### config.mk
export PLATFORM = sky130hd
export DESIGN_NAME = tiger_muldiv_ctrl
export DESIGN_NICKNAME = d
export VERILOG_FILES = /design/src/rtl/tiger_muldiv_ctrl.sv
export SDC_FILE = /design/constraint.sdc
export NUM_CORES = 1
export LEC_CHECK = 0
export BUFFER_PORTS_ARGS = -buffer_cell sky130_fd_sc_hd__buf_4
export CORE_MARGIN = 2
export CORE_UTILIZATION = 40
export CTS_BUF_LIST = sky130_fd_sc_hd__clkbuf_8 sky130_fd_sc_hd__clkbuf_16
export DETAILED_ROUTE_END_ITERATION = 8
export PLACE_DENSITY_LB_ADDON = 0.2
export REMOVE_ABC_BUFFERS = 1
export SLEW_MARGIN = 20
export SYNTH_ARGS = -nofsm -noshare
export SYNTH_HDL_FRONTEND = slang
export SYNTH_SLANG_ARGS = --single-unit
### constraint.sdc
create_clock -name clk -period 3.15 [get_ports clk]
set_input_delay 0.945 -clock clk [delete_from_list [all_inputs] [get_ports clk]]
set_output_delay 0.945 -clock clk [all_outputs]
set_load 0.1 [all_outputs]
### src/rtl/tiger_muldiv_ctrl.sv
// Multi-cycle MULT/MULTU/DIV/DIVU sequencer owning HI/LO; retires RB result bits
// per CALC cycle using shift-add multiply and restoring shift-subtract divide.
module tiger_muldiv_ctrl #(
    parameter int RB = 1,
    parameter int DW = 32
) (
    input  logic          clk,
    input  logic          reset_n,
    input  logic          start,
    input  logic [1:0]    op,
    input  logic [DW-1:0] srca,
    input  logic [DW-1:0] srcb,
    input  logic          mthi,
    input  logic          mtlo,
    input  logic          hilo_rd,
    output logic [DW-1:0] hi,
    output logic [DW-1:0] lo,
    output logic          busy,
    output logic          stall,
    output logic          done
);

    localparam int NCYC = 32 / RB;

    typedef enum logic [1:0] {IDLE, PREP, CALC, FIX} state_t;

    state_t      state_reg;
    logic [1:0]  op_reg;
    logic [31:0] a_reg;
    logic [31:0] b_reg;
    logic [63:0] acc_reg;
    logic        neg_q_reg;
    logic        neg_r_reg;
    logic [4:0]  cnt_reg;
    logic [31:0] hi_reg;
    logic [31:0] lo_reg;
    logic        done_reg;

    logic        is_div;
    logic        is_signed;
    logic [31:0] abs_a;
    logic [31:0] abs_b;
    logic [31:0] quo_fix;
    logic [31:0] rem_fix;
    logic [63:0] prod_fix;

    assign is_div    = op_reg[1];
    assign is_signed = ~op_reg[0];
    assign abs_a     = (is_signed && a_reg[31]) ? -a_reg : a_reg;
    assign abs_b     = (is_signed && b_reg[31]) ? -b_reg : b_reg;
    assign quo_fix   = neg_q_reg ? -acc_reg[31:0]  : acc_reg[31:0];
    assign rem_fix   = neg_r_reg ? -acc_reg[63:32] : acc_reg[63:32];
    assign prod_fix  = neg_q_reg ? -acc_reg : acc_reg;

    // acc holds {partial product, multiplier} for MUL and {remainder, dividend/quotient} for DIV.
    logic [63:0] stage [0:RB];
    assign stage[0] = acc_reg;

    generate
        for (genvar gi = 0; gi < RB; gi++) begin : g_step
            logic [32:0] mul_sum;
            logic [64:0] div_sh;
            logic [32:0] div_trial;

            assign mul_sum   = {1'b0, stage[gi][63:32]} + (stage[gi][0] ? {1'b0, a_reg} : 33'd0);
            assign div_sh    = {stage[gi], 1'b0};
            assign div_trial = div_sh[64:32] - {1'b0, b_reg};
            assign stage[gi+1] = is_div
                ? (div_trial[32] ? div_sh[63:0] : {div_trial[31:0], div_sh[31:1], 1'b1})
                : {mul_sum, stage[gi][31:1]};
        end
    endgenerate

    always_ff @(posedge clk) begin
        if (!reset_n) begin
            state_reg <= IDLE;
            op_reg    <= 2'd0;
            a_reg     <= 32'd0;
            b_reg     <= 32'd0;
            acc_reg   <= 64'd0;
            neg_q_reg <= 1'b0;
            neg_r_reg <= 1'b0;
            cnt_reg   <= 5'd0;
            hi_reg    <= 32'd0;
            lo_reg    <= 32'd0;
            done_reg  <= 1'b0;
        end else begin
            done_reg <= 1'b0;
            case (state_reg)
                IDLE: begin
                    if (mthi) hi_reg <= srca;
                    if (mtlo) lo_reg <= srca;
                    if (start) begin
                        op_reg    <= op;
                        a_reg     <= srca;
                        b_reg     <= srcb;
                        state_reg <= PREP;
                    end
                end
                PREP: begin
                    a_reg     <= abs_a;
                    b_reg     <= abs_b;
                    acc_reg   <= {32'd0, (is_div ? abs_a : abs_b)};
                    neg_q_reg <= is_signed & (a_reg[31] ^ b_reg[31]);
                    neg_r_reg <= is_signed & a_reg[31];
                    cnt_reg   <= 5'(NCYC - 1);
                    state_reg <= CALC;
                end
                CALC: begin
                    acc_reg <= stage[RB];
                    cnt_reg <= cnt_reg - 5'd1;
                    if (cnt_reg == 5'd0) state_reg <= FIX;
                end
                FIX: begin
                    if (is_div) begin
                        hi_reg <= rem_fix;
                        lo_reg <= quo_fix;
                    end else begin
                        hi_reg <= prod_fix[63:32];
                        lo_reg <= prod_fix[31:0];
                    end
                    done_reg  <= 1'b1;
                    state_reg <= IDLE;
                end
                default: state_reg <= IDLE;
            endcase
        end
    end

    assign hi    = hi_reg;
    assign lo    = lo_reg;
    assign done  = done_reg;
    assign busy  = (state_reg != IDLE);
    assign stall = busy & (start | hilo_rd | mthi | mtlo);

endmodule

[Yosys cells after proc, flatten, opt, wreduce, memory -nomap -nowiden]
Cells that the tools add are included.
Word-level totals
  output and inout bits: 67
  bits of input ports: 72
  word-level logic and storage cells: 72
  bits in registers: 204
Operators by class
  equality and inequality tests: 7
  bitwise logic cells: 8
  reduce and logical (&&, ||, !) cells: 13
  multiplexer cells: 25
  add/sub/neg operators: 8
Operators by type and width (count)
  $mux W32: 12
  $pmux W32 S2: 4
  $mux W64: 3
  $neg A32 Y32: 4
  $pmux W64 S2: 1
  $neg A64 Y64: 1
  $add A32 B32 Y33: 1
  $sub A33 B32 Y33: 1
  $pmux W5 S2: 1
  $reduce_and A2 Y1: 5
  $ne A2 B2 Y1 const B: 4
  $pmux W2 S4: 1
  $reduce_bool A2 Y1: 4
  $logic_not A5 Y1: 1
  $sub A5 B1 Y5 const B: 1
  $eq A2 B2 Y1 const B: 2
  $mux W2: 2
  $and A1 B1 Y1: 3
  $or A1 B1 Y1: 3
  $eq A2 B1 Y1 const B: 1
  $logic_and A1 B1 Y1: 2
  $logic_not A2 Y1: 1
  $mux W1: 1
  $not A1 Y1: 1
  $xor A1 B1 Y1: 1

[Longest topological paths before layout]
Gate-level depths: netlist of the first run.
  word-level depth: 5
  depth in mapped cells: 16
  mapped depth without buffers: 15

[Worst setup path after synthesis of the first run]
Ideal clock, no wire load.
  path kind: reg-to-reg
  start: reg acc_reg[0]
  end: reg acc_reg[62]
  arrival time: 3.297 ns
  slack: -0.269 ns
  required time: 3.028 ns
  path buffers: 3
  cell stages (with the launch flop): 16
  setup time: 0.122 ns
  cell sequence: dfxtp_1 -> clkbuf_1 -> clkbuf_1 -> and2_1 -> ha_1 -> clkbuf_1 -> nand3_1 -> nor4_1 -> nand4_1 -> nand3_1 -> a2111oi_0 -> or3_1 -> a311oi_1 -> a31oi_1 -> xnor2_1 -> a221o_1
On the way
  cells in the longest elaborated chain, start to end: 4
Ends and longest elaborated chain
  start: declaration: line 31  | logic [63:0] acc_reg;
  start signal: assignment: line 103  | acc_reg <= {32'd0, (is_div ? abs_a : abs_b)};
  start signal: assignment: line 110  | acc_reg <= stage[RB];
  $mux W32: line 65  | assign mul_sum = {1'b0, stage[gi][63:32]} + (stage[gi][0] ? {1'b0, a_reg} : 33'd0);
  $add A32 B32 Y33: line 65
  $mux W64: line 69  | ? (div_trial[32] ? div_sh[63:0] : {div_trial[31:0], div_sh[31:1], 1'b1})
  $pmux W64 S2: line 89  | case (state_reg)
Every way passes these cells.
A chain may end at the register's enable or synchronous reset.

[Worst setup path after layout of the first run]
  start: reg acc_reg[35]
  end: reg acc_reg[63]
On the way
  cells in the longest elaborated chain, start to end: 4
  elaborated cells on any way between the ends: 5
Ends and longest elaborated chain
  $sub A33 B32 Y33: line 67  | assign div_trial = div_sh[64:32] - {1'b0, b_reg};
  $mux W64: line 69
  $mux W64 (*): line 69
  $pmux W64 S2 (*): line 89
Every way passes the cells marked *; elsewhere a longest branch is shown, timed or not.

==> results of run 1 <==
through the flow:
step	utilization, %	hold WS [ps]
floorplan	-	431.9
global placement	49.75	437.8
detailed placement	49.75	449.0
CTS	53.12	461.9
global route	54.22	477.1
finish	54.22	458.0
metal layers:
metal	wire length (µm)	GRT usage, %
met4	4365	18.34
met1	28230	39.09
met3	4197	5.377
met5	13	0
met2	31210	51.37
logic make-up after synthesis:
kind of cell / Yosys count
muxes: 87
DFF: 204
adders and majority gates: 76
AOI/OAI and AO/OA: 670
buffers and inverters: 222
and+or+nand+nor: 730
xor gates and xnor gates: 170
path summary, 6_finish.rpt:
check                   start          end  slack [ps]  cells after the start
setup / recovery  acc_reg[35]  acc_reg[63]         -30                     12
hold / removal      b_reg[19]    b_reg[19]         460                      2
setup reg to reg  acc_reg[35]  acc_reg[63]         -30                     12
hold reg to reg     b_reg[19]    b_reg[19]         460                      2
cell usage in the layout, fill, tap and decap left out, drive strengths merged, types with 41 or more instances in the layout:
master,count
buf,465
nor2,247
a21oi,236
dfxtp,204
nand2,166
o21ai,124
xnor2,105
inv,74
ha,74
xor2,65
a211oi,56
mux2i,55
a22oi,49
nor3,49
and2,47
or3,43
a21o,41
final cells by class:
| type | instances | area, µm² |
|---|---|---|
| inverters | 69 | 261.5 |
| fillers | 3875 | 18310 |
| clock buffers | 31 | 730.7 |
| flip-flops and latches | 204 | 4103 |
| well taps | 525 | 656.9 |
| clock inverters | 18 | 229.0 |
| repair buffers | 465 | 3632 |
| multi-input cells | 1733 | 12080 |
report_power, final:
part / switching, µW / total, µW / internal, µW
Sequential: 676 / 3960 / 3280
Clock: 1380 / 3390 / 2010
Combinational: 8980 / 14500 / 5550
critical path: stages (launching register included):
cell and delay [ps]:
dfxtp_1 470, ha_1 300, o211ai_1 160, a21oi_4 70, o211a_4 280, o31ai_4 360
a211oi_4 130, a21oi_2 210, a2bb2oi_4 310, buf_6 190, nor3_1 50, a2111o_1 390
a41oi_2 150
what timing repair did:
action	in CTS	in global routing
endpoints found under the setup margin	39	58
hold buffers	0	0
pin swaps	26	32
setup buffers	9	12
gates resized for setup	71	80
==> summary.txt, run 1 <==
Status
  – Status: finished with violations
  – Failing checks: setup timing

Yosys
  – Most common cell in the netlist: nor2_1
  – Largest area contributor in the netlist: dfxtp_1
  – Adder-Cell Fraction of Synth Area: 5.920%
  – Synth top area cells: dfxtp_1 25%, a21oi_1 7.2%, ha_1 5.7%, nor2_1 5.7%, xnor2_1 5.6%
  – Top_reg_cell synth: dfxtp_1
  – Largest family of logic cells by synthesized area: compound AO/OA/AOI/OAI gates
  – Synthesized area: 16320 µm²
  – Post-synth EDFFs: 0
  – Asr flop ratio synth: 0%
  – Post-Synth Simple-Gate Area: between 20% and 30%
  – Post-Syn Instances: 2159
  – Mean post-synth cell area: 7.558 µm²
  – Register bit total from synthesis: 204
  – Synth Area in Compound Gates: 25.97%
  – Area share of the largest cell type after synthesis: 25.03%
  – Post-synthesis mux area share: 7.170%
  – Synth cell types: between 70 and 80
  – Seq/Total Area, Yosys: between 20% and 30%
  – Xor and xnor fraction of the mapped netlist area: 9.125%
  – Ys Warns: 0
  – Post-synth top cells: 246 x nor2_1, 236 x a21oi_1, 204 x dfxtp_1, 166 x nand2_1, 130 x clkbuf_1

Global route
  – Initial antenna violation count: 1
  – Global-route wire length before repair: 102100 µm
  – Pin count of the biggest net entering global routing: 98
  – GRT Overall Usage: 31.50%
  – GR Overflow Total: 0
  – Vias in the first global route: 17130

Clock network
  – Clk slew on worst S/H paths: 70 ps
  – Clock tree root driver cell: clkbuf_16
  – CTS buffer count: 27
  – Latest clock arrival within the worst-skew pair: 590 ps
  – Clk sinks: 204
  – H-tree levels: 1
  – CTS tree: built
  – Clock buffer depth: 3

Drt
  – Via Count: ~18000
  – Number of routed nets with antenna violations: 0
  – Initial DRC Count: about 1400
  – TritonRoute pass-1 iters: 5
  – Vias per cell: 5.834
  – DRC violations left: 0
  – Routed wire length: between 60000 and 70000 µm
  – Post-DR wirelength/cell: 22.34 µm

STA
  – Pins Over Slew Limit: 0
  – Final period util: 100.8%
  – Hold Fails Final Rpt: 0
  – Slew margin rel.: 50.20%
  – Final Critical Period: roughly 3200 ps
  – Final setup violating endpoints: 1
  – Measured slew at the worst slew-check pin: 747.0 ps
  – PnR worst setup slack: -25.17 ps
  – RSZ-0062 raised after global routing: yes
  – Fmax: ~0.31 GHz
  – Setup TNS: -25.17 ps
  – Clk_skew: 19.44 ps

Cells and area
  – # nets final: 2648
  – Max reg flops: 64
  – Post-route cell area: 21690 µm²
  – N_diodes: 0
  – Fin cells: 3045
  – Layout cells sized above 1: 26.83%
  – Layout area overhead: 32.94%

Floorplanning
  – I/O pin count: 139
  – Row count: 73
  – Starting Density: 40.79%
  – Die Area: 42420 µm²
  – Chip Height: 206.0 µm
  – Die width: 206.0 µm
  – Core area: 40010 µm²

Run
  – Number of max-cap violations: 0

Setup path
  – Critical Path Start Type: flip-flop
  – CP Class: reg2reg
  – Crit. End Element: flip-flop
  – CP required: roughly 3600 ps
  – Worst EP arrival: 3670 ps
  – Critical path peak fanout: 8

Place
  – Post-Place Setup Slack: -352.1 ps
  – Placed cell count: 2977
  – GPL Wtd Cong: 0.9477
  – # port buffers: around 140
  – Placed cell areas: 19900 µm²
  – Detailed Place HPWL: 51970 µm

Power and ir drop
  – LEAKAGE: 0.009246 µW
  – Pwr/cell area: 1009 nW/µm²
  – Total power: roughly 22000 µW
  – Worst-case vdd ir drop: around 0.62 mV

Worst hold path
  – HP Class: reg2reg
No activity file was read; power rests on OpenSTA's default activity.
==> run 2, diff against run 1 <==
==> constraint.sdc (replaced) <==
create_clock -name clk -period 2.71 [get_ports clk]
set_input_delay 0.813 -clock clk [delete_from_list [all_inputs] [get_ports clk]]
set_output_delay 0.813 -clock clk [all_outputs]
set_load 0.1 [all_outputs]
==> summary.txt, run 2 (synthesis gave the netlist of run 1 again) <==
Status
  – Status: finished with violations
  – Failing checks: setup timing

Setup path
  – R2R Path End: acc_reg[61]
  – Cell Chain, Critical Path: buf_6 > buf_8 > and2_4 > ha_4 > nor2b_4 > o31a_1 > o31ai_4 > a311oi_2 > buf_4 > nor3_4 > o21bai_1 > a21oi_2 > o21ai_2 > mux2_4 > a311o_1
  – R2R cell count: 15
  – CP bufs+invs: 3
  – Top delay family on crit path: compound AO/OA/AOI/OAI gates
  – Crit. End Element: flip-flop
  – CP Class: reg2reg
  – Critical path peak fanout: 8
  – CP peak stage delay: approximately 360 ps
  – CP required: 3170 ps
  – Reg2Reg Launch Point: acc_reg[0]
  – Worst EP arrival: 3690 ps
  – FF-to-FF setup slack: -510 ps
  – Critical Path Slowest Stage Cell: dfxtp_2
  – Critical Path Start Type: flip-flop

Drt
  – Routed wire length: ~72000 µm
  – Met1 wire length: 29460 µm
  – Number of routed nets with antenna violations: 0
  – Initial DRC Count: 1417
  – Post-DR wirelength/cell: 22.10 µm
  – Met2 wire length: 33820 µm
  – DR top layer: met4
  – Via Count: 18940
  – TritonRoute pass-1 iters: 6
  – DRC violations left: 0
  – Met3 routed WL: approximately 4000 µm
  – Vias per cell: 5.842

Cells and area
  – Layout cells sized above 1: 40.65%
  – Most common cell after layout, fill and taps aside: buf_4
  – Most frequent cells in the layout: 570 x buf_4, 227 x nor2_1, 199 x a21oi_1
  – Max reg flops: 64
  – Layout area overhead: 55.61%
  – Post-route cell area: between 20000 and 30000 µm²
  – # nets final: 2843

Clock network
  – Clock buffer depth: 3
  – Clock tree root driver cell: clkbuf_16
  – Latest clock arrival within the worst-skew pair: 590 ps
  – H-tree levels: 1
  – Post-CTS Hold Buffers: 0
  – CTS tree: built
  – Clk slew on worst S/H paths: 60 ps
  – Clk sinks: 204
  – CTS buffer count: 27

STA
  – RSZ-0062 raised after global routing: yes
  – Setup TNS: -19690 ps
  – Final setup violating endpoints: 81
  – Clk_skew: 33.02 ps
  – Fmax: 0.3104 GHz
  – Hold Fails Final Rpt: 0
  – Pins Over Slew Limit: 0
  – Measured slew at the worst slew-check pin: 887.4 ps
  – Final period util: 118.9%
  – Final Critical Period: roughly 3200 ps
  – WHS: 456.7 ps
  – Slew margin rel.: 40.72%
  – PnR worst setup slack: -512.0 ps

Worst hold path
  – Hold Crit Depth: 2
  – Hold Startpoint: b_reg[14]
  – Hold Crit Endpoint: b_reg[14]
  – HP Class: reg2reg

Global route
  – GR Overflow Total: 0
  – Vias in the first global route: 18380
  – Global-route wire length before repair: approximately 110000 µm
  – Initial antenna violation count: 0
  – Pin count of the biggest net entering global routing: between 80 and 90
  – GRT Overall Usage: 32.85%

Floorplanning
  – I/O pin count: approximately 140
  – Starting Density: 40.79%
  – Die width: ~210 µm
  – Row count: 73
  – Chip Height: 206.0 µm
  – Core area: 40010 µm²
  – Die Area: 42420 µm²

Power and ir drop
  – LEAKAGE: 0.01082 µW
  – Pwr/cell area: 1166 nW/µm²
  – Worst-case vdd ir drop: 1.008 mV

Place
  – Detailed Place HPWL: 52460 µm
  – Placed cell areas: 21220 µm²
  – # port buffers: 138
  – Post-Place Setup Slack: -955.8 ps
  – GPL Wtd Cong: 0.9643

Run
  – Number of max-cap violations: 0
run 2: worst register-to-register path, cell delays in order, from the launching register on:
cell and delay, ps:
dfxtp_2 360, buf_6 150, buf_8 140, and2_4 160
ha_4 200, nor2b_4 120, o31a_1 320, o31ai_4 230
a311oi_2 130, buf_4 180, nor3_4 170, o21bai_1 110
a21oi_2 190, o21ai_2 80, mux2_4 300, a311o_1 260
run 2: final cells by class:
type / count / area, µm²
inverters: 69 / 264.0
fillers: 3504 / 14620
clock buffers: 33 / 758.2
clock inverters: 17 / 178.9
flip-flops and latches: 204 / 4120
diodes: 1 / 2.502
multi-input cells: 1733 / 13910
well taps: 525 / 656.9
repair buffers: 660 / 5495
run 2: power breakdown:
| part | leakage, µW | internal (µW) | switching [µW] |
|---|---|---|---|
| clock network | 0.000478 | 2270 | 1560 |
| logic | 0.00866 | 8930 | 12300 |
| registers | 0.00168 | 3820 | 692 |
| total | 0.0108 | 15000 | 14600 |
run 2: worst max path at each step:
stage,startpoint,endpoint,slack (ps),cells after the start
floorplan,state_reg[0],a_reg[10],-3070,6
global placement,acc_reg[0],acc_reg[62],-940,13
detailed placement,acc_reg[0],acc_reg[62],-960,13
CTS,acc_reg[0],acc_reg[62],-520,14
global route,acc_reg[0],acc_reg[63],-630,14
finish,acc_reg[0],acc_reg[61],-510,15
run 2: layer usage:
metal  up-vias  global-route usage (%)
li1       8920                       -
met1      9216                   41.60
met2       638                   55.00
met3       165                   3.437
met4         0                   17.45
met5         -                       0
run 2: timing repair:
action	CTS	global route
pin swaps	133	174
buffers inserted	42	45
setup endpoints to repair	111	123
resized for setup	363	250
gates cloned	1	0
run 2: through the flow:
| step | instances | utilization (%) | total power (µW) |
|---|---|---|---|
| CTS | 3219 | 60.06 | 27890 |
| global placement | 3135 | 53.03 | 21570 |
| global route | 3241 | 63.46 | 31090 |
| finish | 3242 | 63.47 | 29610 |
| floorplan | 2006 | - | 13990 |
| detailed placement | 3135 | 53.03 | 21790 |
==> run 3, diff against run 2 <==
--- a/config.mk
+++ b/config.mk
@@ -12,6 +12,7 @@
 export DETAILED_ROUTE_END_ITERATION = 8
 export PLACE_DENSITY_LB_ADDON = 0.2
 export REMOVE_ABC_BUFFERS = 1
+export SKIP_CTS_REPAIR_TIMING = 1
 export SLEW_MARGIN = 20
 export SYNTH_ARGS = -nofsm -noshare
 export SYNTH_HDL_FRONTEND = slang
==> summary.txt, run 3 (synthesis gave the netlist of run 1 again) <==
Global route
  – Vias in the first global route: 17650
  – Initial antenna violation count: 1
  – GRT Overall Usage: 31.56%
  – GR Overflow Total: 0
  – Global-route wire length before repair: 103200 µm
  – Pin count of the biggest net entering global routing: 82

Floorplanning
  – Die Area: 42420 µm²
  – Die width: 206.0 µm
  – Core area: ~40000 µm²
  – I/O pin count: 139
  – Chip Height: 206.0 µm
  – Row count: 73
  – Starting Density: 40.79%

Cells and area
  – Most common cell after layout, fill and taps aside: buf_4
  – Max reg flops: 64
  – Layout area overhead: 52.72%
  – Fin cells: ~3200
  – N_diodes: 0
  – # nets final: 2837
  – Most frequent cells in the layout: 575 x buf_4, 232 x nor2_1, 204 x a21oi_1
  – Fillers: 3532
  – Layout cells sized above 1: 38.67%

Clock network
  – CTS buffer count: 27
  – Clock buffer depth: 3
  – Clock tree root driver cell: clkbuf_16
  – H-tree levels: 1
  – Latest clock arrival within the worst-skew pair: 590 ps
  – Clk sinks: approximately 200
  – CTS tree: built
  – Clk slew on worst S/H paths: 60 ps

Setup path
  – CP required: 3170 ps
  – Crit. End Element: flip-flop
  – Critical path peak fanout: 15
  – Critical Path Start Type: flip-flop
  – Worst EP arrival: around 3800 ps
  – CP Class: reg2reg

STA
  – Pins Over Slew Limit: 0
  – Fmax: between 0.3 and 0.4 GHz
  – PnR worst setup slack: -579.0 ps
  – Final setup violating endpoints: 88
  – Hold Fails Final Rpt: 0
  – WHS: 452.3 ps
  – Final Critical Period: 3289 ps
  – Final period util: 121.4%
  – RSZ-0062 raised after global routing: yes
  – Measured slew at the worst slew-check pin: approximately 900 ps
  – Slew margin rel.: about two fifths
  – Clk_skew: 37.25 ps

Drt
  – DRC violations left: 0
  – Initial DRC Count: 1344
  – Post-DR wirelength/cell: about 22 µm
  – Number of routed nets with antenna violations: 0
  – Vias per cell: around 5.8
  – TritonRoute pass-1 iters: 5
  – Via Count: between 15000 and 20000
  – Routed wire length: 70600 µm

Power and ir drop
  – Worst-case vdd ir drop: 1.000 mV
  – Total power: 29180 µW
  – LEAKAGE: 0.01068 µW
  – Pwr/cell area: 1171 nW/µm²

Place
  – # port buffers: ~140
  – Placed cell count: 3135
  – GPL Wtd Cong: 0.9643
  – Detailed Place HPWL: 52460 µm

Status
  – Failing checks: setup timing
  – Status: finished with violations

Run
  – Number of max-cap violations: 0

Worst hold path
  – HP Class: reg2reg
[run 3: cell count changes in the layout (fill, tap and decap cells not counted), moves of 5 or more]
cell     change
nor3_1       +6
buf_4        +5
buf_6       -11
o21ai_0     +10
o21ai_2     -11
a21oi_1      +5
nor2_1       +5
[run 3: worst max-delay path, stage by stage, from the launching register on]
cell       delay (ps)
dfxtp_4           360
buf_12            150
and2_4            160
ha_4              260
nand4_1           230
nor2_2            290
o311ai_4          150
nand3_2           150
a2111oi_4          90
or3_4             370
a311oi_4          340
a31oi_1           140
xnor2_1           140
a221o_1           310
[run 3: area by class of cell]
cell class | instances | area (µm²) | area share [%]
multi-input cells | 1733 | 13510 | 54.22
clock inverters | 17 | 178.9 | 0.7180
flip-flops and latches | 204 | 4123 | 16.54
clock buffers | 33 | 758.2 | 3.043
well taps | 525 | 656.9 | 2.636
inverters | 69 | 261.5 | 1.049
repair buffers | 654 | 5429 | 21.79
[run 3: metal layers]
layer	share of wire (%)	global-route usage [%]	wire, µm	vias up
met5	0	0	0	-
met4	5.0	14.77	3504	0
met3	5.1	3.343	3584	136
met2	48	53.07	33930	586
met1	42	40.50	29580	9084
li1	-	-	-	8894
[run 3: path summary, 6_finish.rpt]
check        startpoint          end  slack, ps  cells past startpoint
min reg2reg   b_reg[19]    b_reg[19]        450                      2
max reg2reg  acc_reg[0]  acc_reg[62]       -580                     13
min           b_reg[19]    b_reg[19]        450                      2
max          acc_reg[0]  acc_reg[62]       -580                     13
[run 3: report_power, final]
| part | internal (µW) | switching, µW |
|---|---|---|
| logic | 8780 | 12100 |
| registers | 3820 | 681 |
| clock network | 2270 | 1560 |
[run 3: stage by stage]
stage | util, % | instance area (µm²) | worst slack (ps) | TNS, ps
after floorplan | - | 15740 | -3070 | -352210
after global placement | 53.03 | 21220 | -935.8 | -32340
after detailed placement | 53.03 | 21220 | -955.8 | -33860
after CTS | 55.37 | 22150 | -1023 | -37460
after global routing | 62.29 | 24920 | -694.6 | -32750
final | 62.29 | 24920 | -579.0 | -23180
